<file path="src/rtl/apb_pkg.sv">
// apb_pkg: shared state encodings and response codes for the APB master.
package apb_pkg;
  typedef logic [1:0] state_t;
  localparam state_t IDLE   = 2'b00;
  localparam state_t SETUP  = 2'b01;
  localparam state_t ACCESS = 2'b11;
  typedef logic [1:0] rsp_code_t;
  localparam rsp_code_t RSP_OKAY    = 2'b00;
  localparam rsp_code_t RSP_SLVERR  = 2'b01;
  localparam rsp_code_t RSP_TIMEOUT = 2'b11;
endpackage

</file>
<file path="src/rtl/apb_master_nslv_if.sv">
// apb_master_nslv_if: request/response port and APB bus of the multi-slave master.
interface apb_master_nslv_if #(
  parameter int ADDR_WIDTH = 8,
  parameter int DATA_WIDTH = 8,
  parameter int NUM_SLAVES = 4
);
  localparam int STRB_W = DATA_WIDTH / 8;
  logic                         i_req_valid;
  logic                         o_req_ready;
  logic                         i_req_write;
  logic [ADDR_WIDTH-1:0]        i_req_addr;
  logic [DATA_WIDTH-1:0]        i_req_wdata;
  logic [STRB_W-1:0]            i_req_strb;
  logic                         o_rsp_valid;
  logic [DATA_WIDTH-1:0]        o_rsp_rdata;
  logic                         o_rsp_error;
  logic                         o_rsp_timeout;
  logic [ADDR_WIDTH-1:0]        o_PADDR;
  logic [DATA_WIDTH-1:0]        o_PWDATA;
  logic [STRB_W-1:0]            o_PSTRB;
  logic                         o_PWRITE;
  logic [NUM_SLAVES-1:0]        o_PSEL;
  logic                         o_PENABLE;
  logic [NUM_SLAVES*DATA_WIDTH-1:0] i_PRDATA;
  logic [NUM_SLAVES-1:0]        i_PREADY;
  logic [NUM_SLAVES-1:0]        i_PSLVERR;
  modport master (
    input  i_req_valid, i_req_write, i_req_addr, i_req_wdata, i_req_strb,
    input  i_PRDATA, i_PREADY, i_PSLVERR,
    output o_req_ready, o_rsp_valid, o_rsp_rdata, o_rsp_error, o_rsp_timeout,
    output o_PADDR, o_PWDATA, o_PSTRB, o_PWRITE, o_PSEL, o_PENABLE
  );
  modport slave (
    output i_req_valid, i_req_write, i_req_addr, i_req_wdata, i_req_strb,
    output i_PRDATA, i_PREADY, i_PSLVERR,
    input  o_req_ready, o_rsp_valid, o_rsp_rdata, o_rsp_error, o_rsp_timeout,
    input  o_PADDR, o_PWDATA, o_PSTRB, o_PWRITE, o_PSEL, o_PENABLE
  );
endinterface

</file>
<file path="src/rtl/apb_wait_timer.sv">
// apb_wait_timer: counts stalled ACCESS cycles; expired flags the cycle that reaches TIMEOUT.
module apb_wait_timer #(
  parameter int TIMEOUT = 16
) (
  input  logic clk,
  input  logic rst,
  input  logic clr,
  input  logic en,
  output logic expired
);
  localparam int W = TIMEOUT > 0 ? $clog2(TIMEOUT + 1) : 1;
  logic [W-1:0] cnt_q, cnt_d;
  always_comb cnt_d = clr ? '0 : (en && TIMEOUT != 0) ? cnt_q + 1'b1 : cnt_q;
  always_ff @(posedge clk) begin
    if (rst) cnt_q <= '0;
    else     cnt_q <= cnt_d;
  end
  // The current stalled cycle is the TIMEOUT-th one when TIMEOUT-1 have already been counted.
  assign expired = (TIMEOUT != 0) && en && (cnt_q == W'(TIMEOUT - 1));
endmodule

</file>
<file path="src/rtl/apb_master_nslv.sv">
// apb_master_nslv: valid/ready request port to APB with one-hot decoded PSEL,
// strobes, PSLVERR capture, wait-state timeout and back-to-back transfers.
module apb_master_nslv
  import apb_pkg::*;
#(
  parameter int ADDR_WIDTH = 8,
  parameter int DATA_WIDTH = 8,
  parameter int NUM_SLAVES = 4,
  parameter int TIMEOUT    = 16
) (
  input  logic i_PCLK,
  input  logic i_PRESET,
  apb_master_nslv_if.master bus
);
  localparam int SEL_W  = $clog2(NUM_SLAVES);
  localparam int STRB_W = DATA_WIDTH / 8;
  state_t                  state_q, state_d;
  logic [SEL_W-1:0]        sel_q, sel_d;
  logic [ADDR_WIDTH-1:0]   paddr_q, paddr_d;
  logic [DATA_WIDTH-1:0]   pwdata_q, pwdata_d;
  logic [STRB_W-1:0]       pstrb_q, pstrb_d;
  logic                    pwrite_q, pwrite_d;
  logic [NUM_SLAVES-1:0]   psel_q, psel_d;
  logic                    penable_q, penable_d;
  logic                    rsp_valid_q, rsp_valid_d;
  logic [DATA_WIDTH-1:0]   rsp_rdata_q, rsp_rdata_d;
  logic                    rsp_error_q, rsp_error_d;
  logic                    rsp_timeout_q, rsp_timeout_d;
  logic                    ready_sel, err_sel, done, abort, expired, req_ready, accept;
  logic [DATA_WIDTH-1:0]   rdata_sel;
  rsp_code_t               code;
  assign ready_sel = bus.i_PREADY[sel_q];
  assign err_sel   = bus.i_PSLVERR[sel_q];
  assign rdata_sel = bus.i_PRDATA[sel_q*DATA_WIDTH +: DATA_WIDTH];
  assign done      = (state_q == ACCESS) && ready_sel;
  assign abort     = (state_q == ACCESS) && !ready_sel && expired;
  assign req_ready = (state_q == IDLE) || done;
  assign accept    = bus.i_req_valid && req_ready;
  apb_wait_timer #(.TIMEOUT(TIMEOUT)) u_timer (
    .clk     (i_PCLK),
    .rst     (i_PRESET),
    .clr     (state_q == SETUP),
    .en      ((state_q == ACCESS) && !ready_sel),
    .expired (expired)
  );
  // APB outputs are registered from the next state so SETUP/ACCESS appear the cycle they are entered.
  always_comb begin
    state_d       = accept ? SETUP
                  : (state_q == SETUP || (state_q == ACCESS && !done && !abort)) ? ACCESS : IDLE;
    sel_d         = accept ? bus.i_req_addr[ADDR_WIDTH-1 -: SEL_W] : sel_q;
    paddr_d       = accept ? bus.i_req_addr : paddr_q;
    pwrite_d      = accept ? bus.i_req_write : pwrite_q;
    pwdata_d      = accept ? (bus.i_req_write ? bus.i_req_wdata : '0) : pwdata_q;
    pstrb_d       = accept ? (bus.i_req_write ? bus.i_req_strb : '0) : pstrb_q;
    psel_d        = (state_d == IDLE) ? '0 : NUM_SLAVES'(1) << sel_d;
    penable_d     = state_d == ACCESS;
    code          = abort ? RSP_TIMEOUT : (done && err_sel) ? RSP_SLVERR : RSP_OKAY;
    rsp_valid_d   = done || abort;
    rsp_error_d   = code[0];
    rsp_timeout_d = code[1];
    rsp_rdata_d   = (done && !pwrite_q && !err_sel) ? rdata_sel : '0;
  end
  always_ff @(posedge i_PCLK) begin
    if (i_PRESET) begin
      state_q       <= IDLE;
      sel_q         <= '0;
      paddr_q       <= '0;
      pwdata_q      <= '0;
      pstrb_q       <= '0;
      pwrite_q      <= 1'b0;
      psel_q        <= '0;
      penable_q     <= 1'b0;
      rsp_valid_q   <= 1'b0;
      rsp_rdata_q   <= '0;
      rsp_error_q   <= 1'b0;
      rsp_timeout_q <= 1'b0;
    end else begin
      state_q       <= state_d;
      sel_q         <= sel_d;
      paddr_q       <= paddr_d;
      pwdata_q      <= pwdata_d;
      pstrb_q       <= pstrb_d;
      pwrite_q      <= pwrite_d;
      psel_q        <= psel_d;
      penable_q     <= penable_d;
      rsp_valid_q   <= rsp_valid_d;
      rsp_rdata_q   <= rsp_rdata_d;
      rsp_error_q   <= rsp_error_d;
      rsp_timeout_q <= rsp_timeout_d;
    end
  end
  assign bus.o_req_ready   = req_ready;
  assign bus.o_PADDR       = paddr_q;
  assign bus.o_PWDATA      = pwdata_q;
  assign bus.o_PSTRB       = pstrb_q;
  assign bus.o_PWRITE      = pwrite_q;
  assign bus.o_PSEL        = psel_q;
  assign bus.o_PENABLE     = penable_q;
  assign bus.o_rsp_valid   = rsp_valid_q;
  assign bus.o_rsp_rdata   = rsp_rdata_q;
  assign bus.o_rsp_error   = rsp_error_q;
  assign bus.o_rsp_timeout = rsp_timeout_q;
endmodule

</file>
<file path="src/flat_wrapper.sv">
// flat-port wrapper written by rule: the top's interface ports become plain ports
module apb_master_nslv_flat import apb_pkg::*;
#(
  parameter int ADDR_WIDTH = 8,
  parameter int DATA_WIDTH = 8,
  parameter int NUM_SLAVES = 4,
  parameter int TIMEOUT    = 16
)
  (i_PCLK, i_PRESET, bus_i_req_valid, bus_i_req_write, bus_i_req_addr, bus_i_req_wdata, bus_i_req_strb, bus_i_PRDATA, bus_i_PREADY, bus_i_PSLVERR, bus_o_req_ready, bus_o_rsp_valid, bus_o_rsp_rdata, bus_o_rsp_error, bus_o_rsp_timeout, bus_o_PADDR, bus_o_PWDATA, bus_o_PSTRB, bus_o_PWRITE, bus_o_PSEL, bus_o_PENABLE);
  apb_master_nslv_if #(.ADDR_WIDTH(ADDR_WIDTH), .DATA_WIDTH(DATA_WIDTH), .NUM_SLAVES(NUM_SLAVES)) bus_i ();
  input  logic i_PCLK;
  input  logic i_PRESET;
  input wire logic [$bits(bus_i.i_req_valid)-1:0] bus_i_req_valid;
  input wire logic [$bits(bus_i.i_req_write)-1:0] bus_i_req_write;
  input wire logic [$bits(bus_i.i_req_addr)-1:0] bus_i_req_addr;
  input wire logic [$bits(bus_i.i_req_wdata)-1:0] bus_i_req_wdata;
  input wire logic [$bits(bus_i.i_req_strb)-1:0] bus_i_req_strb;
  input wire logic [$bits(bus_i.i_PRDATA)-1:0] bus_i_PRDATA;
  input wire logic [$bits(bus_i.i_PREADY)-1:0] bus_i_PREADY;
  input wire logic [$bits(bus_i.i_PSLVERR)-1:0] bus_i_PSLVERR;
  output wire logic [$bits(bus_i.o_req_ready)-1:0] bus_o_req_ready;
  output wire logic [$bits(bus_i.o_rsp_valid)-1:0] bus_o_rsp_valid;
  output wire logic [$bits(bus_i.o_rsp_rdata)-1:0] bus_o_rsp_rdata;
  output wire logic [$bits(bus_i.o_rsp_error)-1:0] bus_o_rsp_error;
  output wire logic [$bits(bus_i.o_rsp_timeout)-1:0] bus_o_rsp_timeout;
  output wire logic [$bits(bus_i.o_PADDR)-1:0] bus_o_PADDR;
  output wire logic [$bits(bus_i.o_PWDATA)-1:0] bus_o_PWDATA;
  output wire logic [$bits(bus_i.o_PSTRB)-1:0] bus_o_PSTRB;
  output wire logic [$bits(bus_i.o_PWRITE)-1:0] bus_o_PWRITE;
  output wire logic [$bits(bus_i.o_PSEL)-1:0] bus_o_PSEL;
  output wire logic [$bits(bus_i.o_PENABLE)-1:0] bus_o_PENABLE;
  assign bus_i.i_req_valid = bus_i_req_valid;
  assign bus_i.i_req_write = bus_i_req_write;
  assign bus_i.i_req_addr = bus_i_req_addr;
  assign bus_i.i_req_wdata = bus_i_req_wdata;
  assign bus_i.i_req_strb = bus_i_req_strb;
  assign bus_i.i_PRDATA = bus_i_PRDATA;
  assign bus_i.i_PREADY = bus_i_PREADY;
  assign bus_i.i_PSLVERR = bus_i_PSLVERR;
  assign bus_o_req_ready = bus_i.o_req_ready;
  assign bus_o_rsp_valid = bus_i.o_rsp_valid;
  assign bus_o_rsp_rdata = bus_i.o_rsp_rdata;
  assign bus_o_rsp_error = bus_i.o_rsp_error;
  assign bus_o_rsp_timeout = bus_i.o_rsp_timeout;
  assign bus_o_PADDR = bus_i.o_PADDR;
  assign bus_o_PWDATA = bus_i.o_PWDATA;
  assign bus_o_PSTRB = bus_i.o_PSTRB;
  assign bus_o_PWRITE = bus_i.o_PWRITE;
  assign bus_o_PSEL = bus_i.o_PSEL;
  assign bus_o_PENABLE = bus_i.o_PENABLE;
  apb_master_nslv #(.ADDR_WIDTH(ADDR_WIDTH), .DATA_WIDTH(DATA_WIDTH), .NUM_SLAVES(NUM_SLAVES), .TIMEOUT(TIMEOUT)) u_core (.i_PCLK(i_PCLK), .i_PRESET(i_PRESET), .bus(bus_i));
endmodule
</file>
<file path="config.mk">
export PLATFORM = sky130hd
export DESIGN_NAME = apb_master_nslv_flat
export DESIGN_NICKNAME = d
export VERILOG_FILES = /design/src/rtl/apb_pkg.sv /design/src/rtl/apb_master_nslv_if.sv /design/src/rtl/apb_wait_timer.sv /design/src/rtl/apb_master_nslv.sv /design/src/flat_wrapper.sv
export SDC_FILE = /design/constraint.sdc
export NUM_CORES = 1
export LEC_CHECK = 0
export CORE_ASPECT_RATIO = 1.75
export CORE_UTILIZATION = 30
export DETAILED_ROUTE_END_ITERATION = 8
export GPL_ROUTABILITY_DRIVEN = 0
export PLACE_DENSITY_LB_ADDON = 0.1
export SLEW_MARGIN = 20
export SYNTH_ARGS = -nofsm -noshare
export SYNTH_HDL_FRONTEND = slang
export SYNTH_SLANG_ARGS = --single-unit
export TNS_END_PERCENT = 50
</file>
<file path="constraint.sdc">
create_clock -name i_PCLK -period 3.4 [get_ports i_PCLK]
set_input_delay 0.85 -clock i_PCLK [delete_from_list [all_inputs] [get_ports i_PCLK]]
set_output_delay 0.85 -clock i_PCLK [all_outputs]
set_load 0.02 [all_outputs]
</file>
**Word-level counts from Yosys, hierarchy flattened**

Cells that the tools add are included.

- Add/subtract/negate cells: 1
- $lt $le $gt $ge: 1
- Eq/ne operators: 4
- Shift-type cells: 2
- Mux-type cells: 11
- Bitwise gates (word level): 1
- Reduce and logical (&&, ||, !) cells: 23

Operators with widths:

| kind | number |
|---|---|
| $shiftx 32x6->8 | 1 |
| $logic_and 1x1->1 | 10 |
| $mux 2 | 4 |
| $mux 8 | 1 |
| $reduce_or 2->1 | 3 |
| $add 5x1->5 const B | 1 |
| $eq 5x4->1 const B | 1 |
| $logic_not 1->1 | 5 |
| $bmux 1 s2 | 2 |
| $eq 2x2->1 const B | 2 |
| $logic_not 2->1 | 2 |
| $mux 1 | 4 |
| $shl 1x2->4 const A | 1 |
| $logic_or 1x1->1 | 3 |
| $lt 2x3->1 const B | 1 |
| $eq 2x1->1 const B | 1 |
| $not 1->1 | 1 |

- Register bits: 43
- Output and inout port bits: 35
- Word-level logic and storage cells: 56

**Depth between registers and ports, before layout**

- Depth in word-level cells: 13
- Depth in mapped cells: 8
- Mapped depth without buffers: 8

**Hierarchy**

Synthesis repeated with hierarchy kept, for this count alone.

- Cell total of the unflattened synthesis: 189
- Area total of the unflattened synthesis: 1908.1 sq um

By module, submodules not included:

| module | times used | cells each | area an instance (sq um) | sequential area each (sq um) |
|---|---|---|---|---|
| apb_master_nslv | 1 | 165 | 1627.8 | 740.7 |
| apb_wait_timer | 1 | 24 | 280.3 | 100.1 |

**Least setup slack after synthesis**

Ideal clock, no wire load.

- Path kind: input to output
- From: input bus_i_PREADY[3]
- To: output bus_o_req_ready
- Arrival: 1859 ps
- Setup slack: 691 ps
- Stages: 5
- Path buffers: 2
- Cells stage by stage: mux4_2 -> buf_6 -> clkbuf_1 -> nand3_1 -> o21ai_1

- Longest elaborated chain between the ends: 4

Ends and longest elaborated chain:

| item | line | RTL |
|---|---|---|
| from (decl) | flat_wrapper.sv:19 | `input wire logic [$bits(bus_i.i_PREADY)-1:0] bus_i_PREADY;` |
| $bmux 1 s2 | apb_master_nslv.sv:32 | `assign ready_sel = bus.i_PREADY[sel_q];` |
| $mux 1 (implied by the code) | apb_master_nslv.sv:32 |  |
| $logic_and 1x1->1 | apb_master_nslv.sv:35 | `assign done = (state_q == ACCESS) && ready_sel;` |
| $logic_or 1x1->1 | apb_master_nslv.sv:37 | `assign req_ready = (state_q == IDLE) \|\| done;` |
| to (decl) | flat_wrapper.sv:21 | `output wire logic [$bits(bus_i.o_req_ready)-1:0] bus_o_req_ready;` |

Every way passes these cells. The select of a mux whose other input is x is not followed.

**Worst setup path after layout**

Ends and elaborated chain as after synthesis.

==> impl_summary.txt <==
----------------------------------------------------
[Global route]
  Number of antenna violations at the first check in global routing ... 0
  Global Route Usage Sum ... around 16%
  Largest net degree at the start of global routing ... 25
  Aggregate global routing overflow ... 0
  First-pass GRT wire length ... about 8400 um
  Via count of the first global-routing pass ... around 1700

[Place]
  Detailed Place HPWL ... 3890 um
  Total of buffers placed on input and output ports ... 95

[Clock network]
  Worst-skew pair later-pin latency ... between 200 and 300 ps
  TritonCTS clock tree ... done
  Clock buffer count from CTS ... 5
  Clk sink count ... 42
  CTS H-tree lvls ... 2
  # Post-CTS Setup Buffers ... 0
  Clock Path Buffers ... 2
  CTS root buffer ... sky130_fd_sc_hd__clkbuf_8
  Clock transition time at the flip-flop clock pins of the worst setup and hold paths ... ~80 ps

[Floorplan]
  Die height ... 108 um
  Die area ... about 6700 um^2
  Effective utilization at floorplan ... between 30% and 40%
  Floorplan Core Area ... between 6000 and 7000 um^2
  Number of standard-cell rows in the floorplan ... 38
  Die Wd ... slightly above 60 um
  Top Ports ... 96

[Synth]
  Number of warning messages in the yosys log ... 0
  Mapped Nets ... 255
  Avg Synthesized Cell Area ... 9.94 um^2
  Flip-flop and latch count after synthesis ... 42
  Post-synthesis instance area ... approximately 1900 um^2
  Number of standard cells after synthesis ... 192
  Synth cell types ... 34
  Seq/Total Area, Yosys ... 44.1%

[Timing]
  Total negative slack ... 0 ps
  Maximum operating frequency ... around 330 MHz
  Max-slew headroom ... about 45%
  Clk_skew ... about 6.7 ps
  Final Cycle Share ... between 80 and 90%
  Final min period ... roughly 3000 ps
  Max Slew Vio Count ... 0
  Transition time of the tightest slew-check pin ... slightly above 800 ps
  Final-layout worst hold slack ... roughly 450 ps
  Final setup violation count ... 0
  RSZ-0062 raised after global routing ... no
  Count of final hold-check violations ... 0

[Critical path]
  Critical register-to-register path startpoint ... u_core.sel_q[0]$_SDFF_PP0_
  Cell with the largest stage delay on the worst path ... sky130_fd_sc_hd__mux4_2
  Maximum net fanout on the critical path ... 2
  Arr. time, crit path ... 2200 ps
  CP peak stage delay ... 510 ps
  Kind of launch point of the worst setup path ... primary input
  CP cell instances ... clkdlybuf4s50_1, mux4_2, nand3_1, o21ai_1, dlymetal6s2s_1
  Crit end category ... primary output
  Worst path required time ... roughly 2600 ps
  FF-to-FF End ... u_core.bus.o_PSEL[0]$_SDFF_PP0_
  Timing endpoint of the critical path ... bus_o_req_ready
  Register-to-Register Path Depth ... 5
  Register-to-Register Setup Slack ... approximately 1300 ps
  Classification of the worst setup path ... in -> out
  Launch point of the critical path ... bus_i_PREADY[3]

[Detailed routing]
  Total met3 wirelength after detailed routing ... approximately 240 um
  Drt initial violations ... ~70
  Remaining antenna violation count after routing ... 0
  DRC viols ... 0
  Routed length on met2 ... 2890 um
  Highest routed metal layer ... met4
  Detailed Route WL ... about 5200 um
  Per-cell routed wire length ... 14.2 um
  Routed length on met1 ... approximately 2000 um
  Via density ... approximately 4.7
  Initial DRT Pass Iterations ... 4
  Vias post-DR ... between 1500 and 2000

[Pwr]
  Clock power frac ... a little under a third
  Internal cell power ... between 900 and 1000 uW
  Part of the power in combinational logic ... 26.6%
  Switching share of power ... around 28%
  Power density over the cells ... ~420 nW/um^2
  Sequential power share ... a little over two fifths
  Largest vdd supply drop ... roughly 250 uV
  Switching power ... 354 uW
  Standby leakage power ... between 0.001 and 0.0015 uW

[Cells and area]
  Fraction of final layout cells with drive strength greater than 1 ... 11.2%
  Antenna diode instance count ... 0
  Area overhead of the layout relative to synthesis ... 58.2%
  Final-stage net count ... about 350

[Job]
  Maximum capacitance violations ... 0

[Status]
  Outcome ... complete, no violations

[Hold path]
  Kind of path behind the tightest hold check ... reg -> reg

----------------------------------------------------
## final cells by class
type | count | area (um^2)
repair buffers | 101 | 998
fillers | 613 | 3160
multi-input cells | 133 | 966
clock buffers | 7 | 76.3
flip-flops and latches | 42 | 841
inverters | 2 | 7.51
well taps | 80 | 100
clock inverters | 1 | 30.0
## how the worst min path moves through the flow
stage                                         start                                   end  slack, ps  cells after the start
2_1_floorplan  u_core.u_timer.cnt_q[1]$_SDFFE_PP0P_  u_core.u_timer.cnt_q[1]$_SDFFE_PP0P_        470                      2
3_3_place_gp    u_core.bus.o_PWDATA[6]$_SDFFE_PP0N_   u_core.bus.o_PWDATA[6]$_SDFFE_PP0N_        440                      2
3_5_place_dp     u_core.bus.o_PADDR[3]$_SDFFE_PP0N_    u_core.bus.o_PADDR[3]$_SDFFE_PP0N_        450                      2
4_1_cts          u_core.bus.o_PADDR[3]$_SDFFE_PP0N_    u_core.bus.o_PADDR[3]$_SDFFE_PP0N_        460                      2
5_1_grt         u_core.bus.o_PWDATA[1]$_SDFFE_PP0N_   u_core.bus.o_PWDATA[1]$_SDFFE_PP0N_        480                      2
6_report        u_core.bus.o_PWDATA[3]$_SDFFE_PP0N_   u_core.bus.o_PWDATA[3]$_SDFFE_PP0N_        450                      2
## per-layer routing
layer	global-route usage [%]	vias to the layer above
met5	0	-
met4	5.98	0
met3	3.07	6
met2	30.8	60
met1	17.4	788
li1	-	867
## synthesized netlist by cell type
cell type	n	area share (%)
sky130_fd_sc_hd__a21oi_1	25	6.6
sky130_fd_sc_hd__xnor2_1	3	1.4
sky130_fd_sc_hd__ha_1	2	1.3
sky130_fd_sc_hd__o21ai_0	1	0.26
sky130_fd_sc_hd__and3_1	9	3.0
sky130_fd_sc_hd__mux2i_1	2	1.0
sky130_fd_sc_hd__nand3_1	13	3.4
sky130_fd_sc_hd__buf_1	1	0.20
sky130_fd_sc_hd__dfxtp_1	42	44
sky130_fd_sc_hd__nor4b_1	1	0.46
sky130_fd_sc_hd__nor4_4	1	1.1
sky130_fd_sc_hd__nor2_1	7	1.4
sky130_fd_sc_hd__a211oi_1	1	0.39
sky130_fd_sc_hd__and4b_1	1	0.52
sky130_fd_sc_hd__or3b_2	1	0.46
sky130_fd_sc_hd__clkbuf_1	4	0.79
sky130_fd_sc_hd__inv_1	1	0.20
sky130_fd_sc_hd__mux4_2	10	12
sky130_fd_sc_hd__a221oi_4	1	1.4
sky130_fd_sc_hd__nand2b_1	3	0.98
sky130_fd_sc_hd__nor2_4	1	0.59
sky130_fd_sc_hd__nand3b_1	5	2.0
sky130_fd_sc_hd__inv_2	1	0.20
sky130_fd_sc_hd__nand2_1	32	6.3
sky130_fd_sc_hd__and4_1	1	0.46
sky130_fd_sc_hd__o21a_1	1	0.39
sky130_fd_sc_hd__buf_6	4	2.4
sky130_fd_sc_hd__nor3_1	4	1.0
sky130_fd_sc_hd__buf_2	6	1.6
sky130_fd_sc_hd__nor3_2	1	0.52
sky130_fd_sc_hd__o21ai_1	2	0.52
sky130_fd_sc_hd__mux2_4	2	1.6
sky130_fd_sc_hd__nor3b_2	2	1.3
sky130_fd_sc_hd__a221o_1	1	0.52
## power by group through the flow
| stage | Sequential, uW | Combinational (uW) | Clock (uW) |
|---|---|---|---|
| 2_1_floorplan | 578 | 172 | 0 |
| 3_3_place_gp | 559 | 342 | 0 |
| 6_report | 546 | 339 | 389 |
| 4_1_cts | 547 | 344 | 402 |
| 5_1_grt | 552 | 368 | 423 |
| 3_5_place_dp | 558 | 342 | 0 |
## logic make-up after synthesis
group,Yosys count,share of synthesized area (%)
buf+inv,17,5.31
mux,14,14.4
compound gates,32,10.0
simple gates,82,23.5
fa+ha+maj,2,1.31
xor+xnor,3,1.38
flops,42,44.1
## critical path: cells and delay by family
| family | cells | cell delay, ps |
|---|---|---|
| AND/OR/NAND/NOR | 1 | 100 |
| buffers and inverters | 2 | 660 |
| multiplexers | 1 | 510 |
| AO/OA/AOI/OAI | 1 | 90 |
## cell usage in the layout (no fill, tap or decap), types with 2 or more instances in the layout
cell type	synthesis	routed
sky130_fd_sc_hd__a21oi_1	25	25
sky130_fd_sc_hd__and3_1	9	9
sky130_fd_sc_hd__buf_4	0	6
sky130_fd_sc_hd__clkbuf_1	4	2
sky130_fd_sc_hd__clkbuf_8	0	5
sky130_fd_sc_hd__clkdlybuf4s50_1	0	94
sky130_fd_sc_hd__dfxtp_1	42	42
sky130_fd_sc_hd__ha_1	2	2
sky130_fd_sc_hd__mux2_4	2	2
sky130_fd_sc_hd__mux2i_1	2	2
sky130_fd_sc_hd__mux4_2	10	10
sky130_fd_sc_hd__nand2_1	32	32
sky130_fd_sc_hd__nand2b_1	3	3
sky130_fd_sc_hd__nand3_1	13	13
sky130_fd_sc_hd__nand3b_1	5	5
sky130_fd_sc_hd__nor2_1	7	7
sky130_fd_sc_hd__nor3_1	4	4
sky130_fd_sc_hd__nor3b_2	2	2
sky130_fd_sc_hd__o21ai_1	2	2
sky130_fd_sc_hd__xnor2_1	3	3
## per-stage QoR
step	std cells	cell area (um^2)	power (uW)	util [%]	worst slack (ps)
CTS	366	3020	1290	48.8	11.2
global route	366	3020	1340	48.8	284
detailed placement	358	2910	900	47.1	35.2
global placement	358	2910	901	47.1	25.6
floorplan	192	1910	750	-	691
finish	366	3020	1270	48.8	347
## registers in the layout, indices dropped and copies added, names as in the netlist
register	cells
u_core.bus.o_PADDR	8
u_core.bus.o_PWDATA	8
u_core.bus.o_rsp_rdata	8
u_core.u_timer.cnt_q	5
u_core.bus.o_PSEL	4
u_core.sel_q	2
u_core.state_q	2
u_core.bus.o_PSTRB	1
u_core.bus.o_PWRITE	1
u_core.bus.o_rsp_error	1
u_core.bus.o_rsp_timeout	1
u_core.bus.o_rsp_valid	1
## timing repair
item | in CTS | in global routing
resized for setup | 0 | 1
endpoints found under the setup margin | 0 | 1
hold buffers | 0 | 0
No activity file was read; power rests on OpenSTA's default activity.
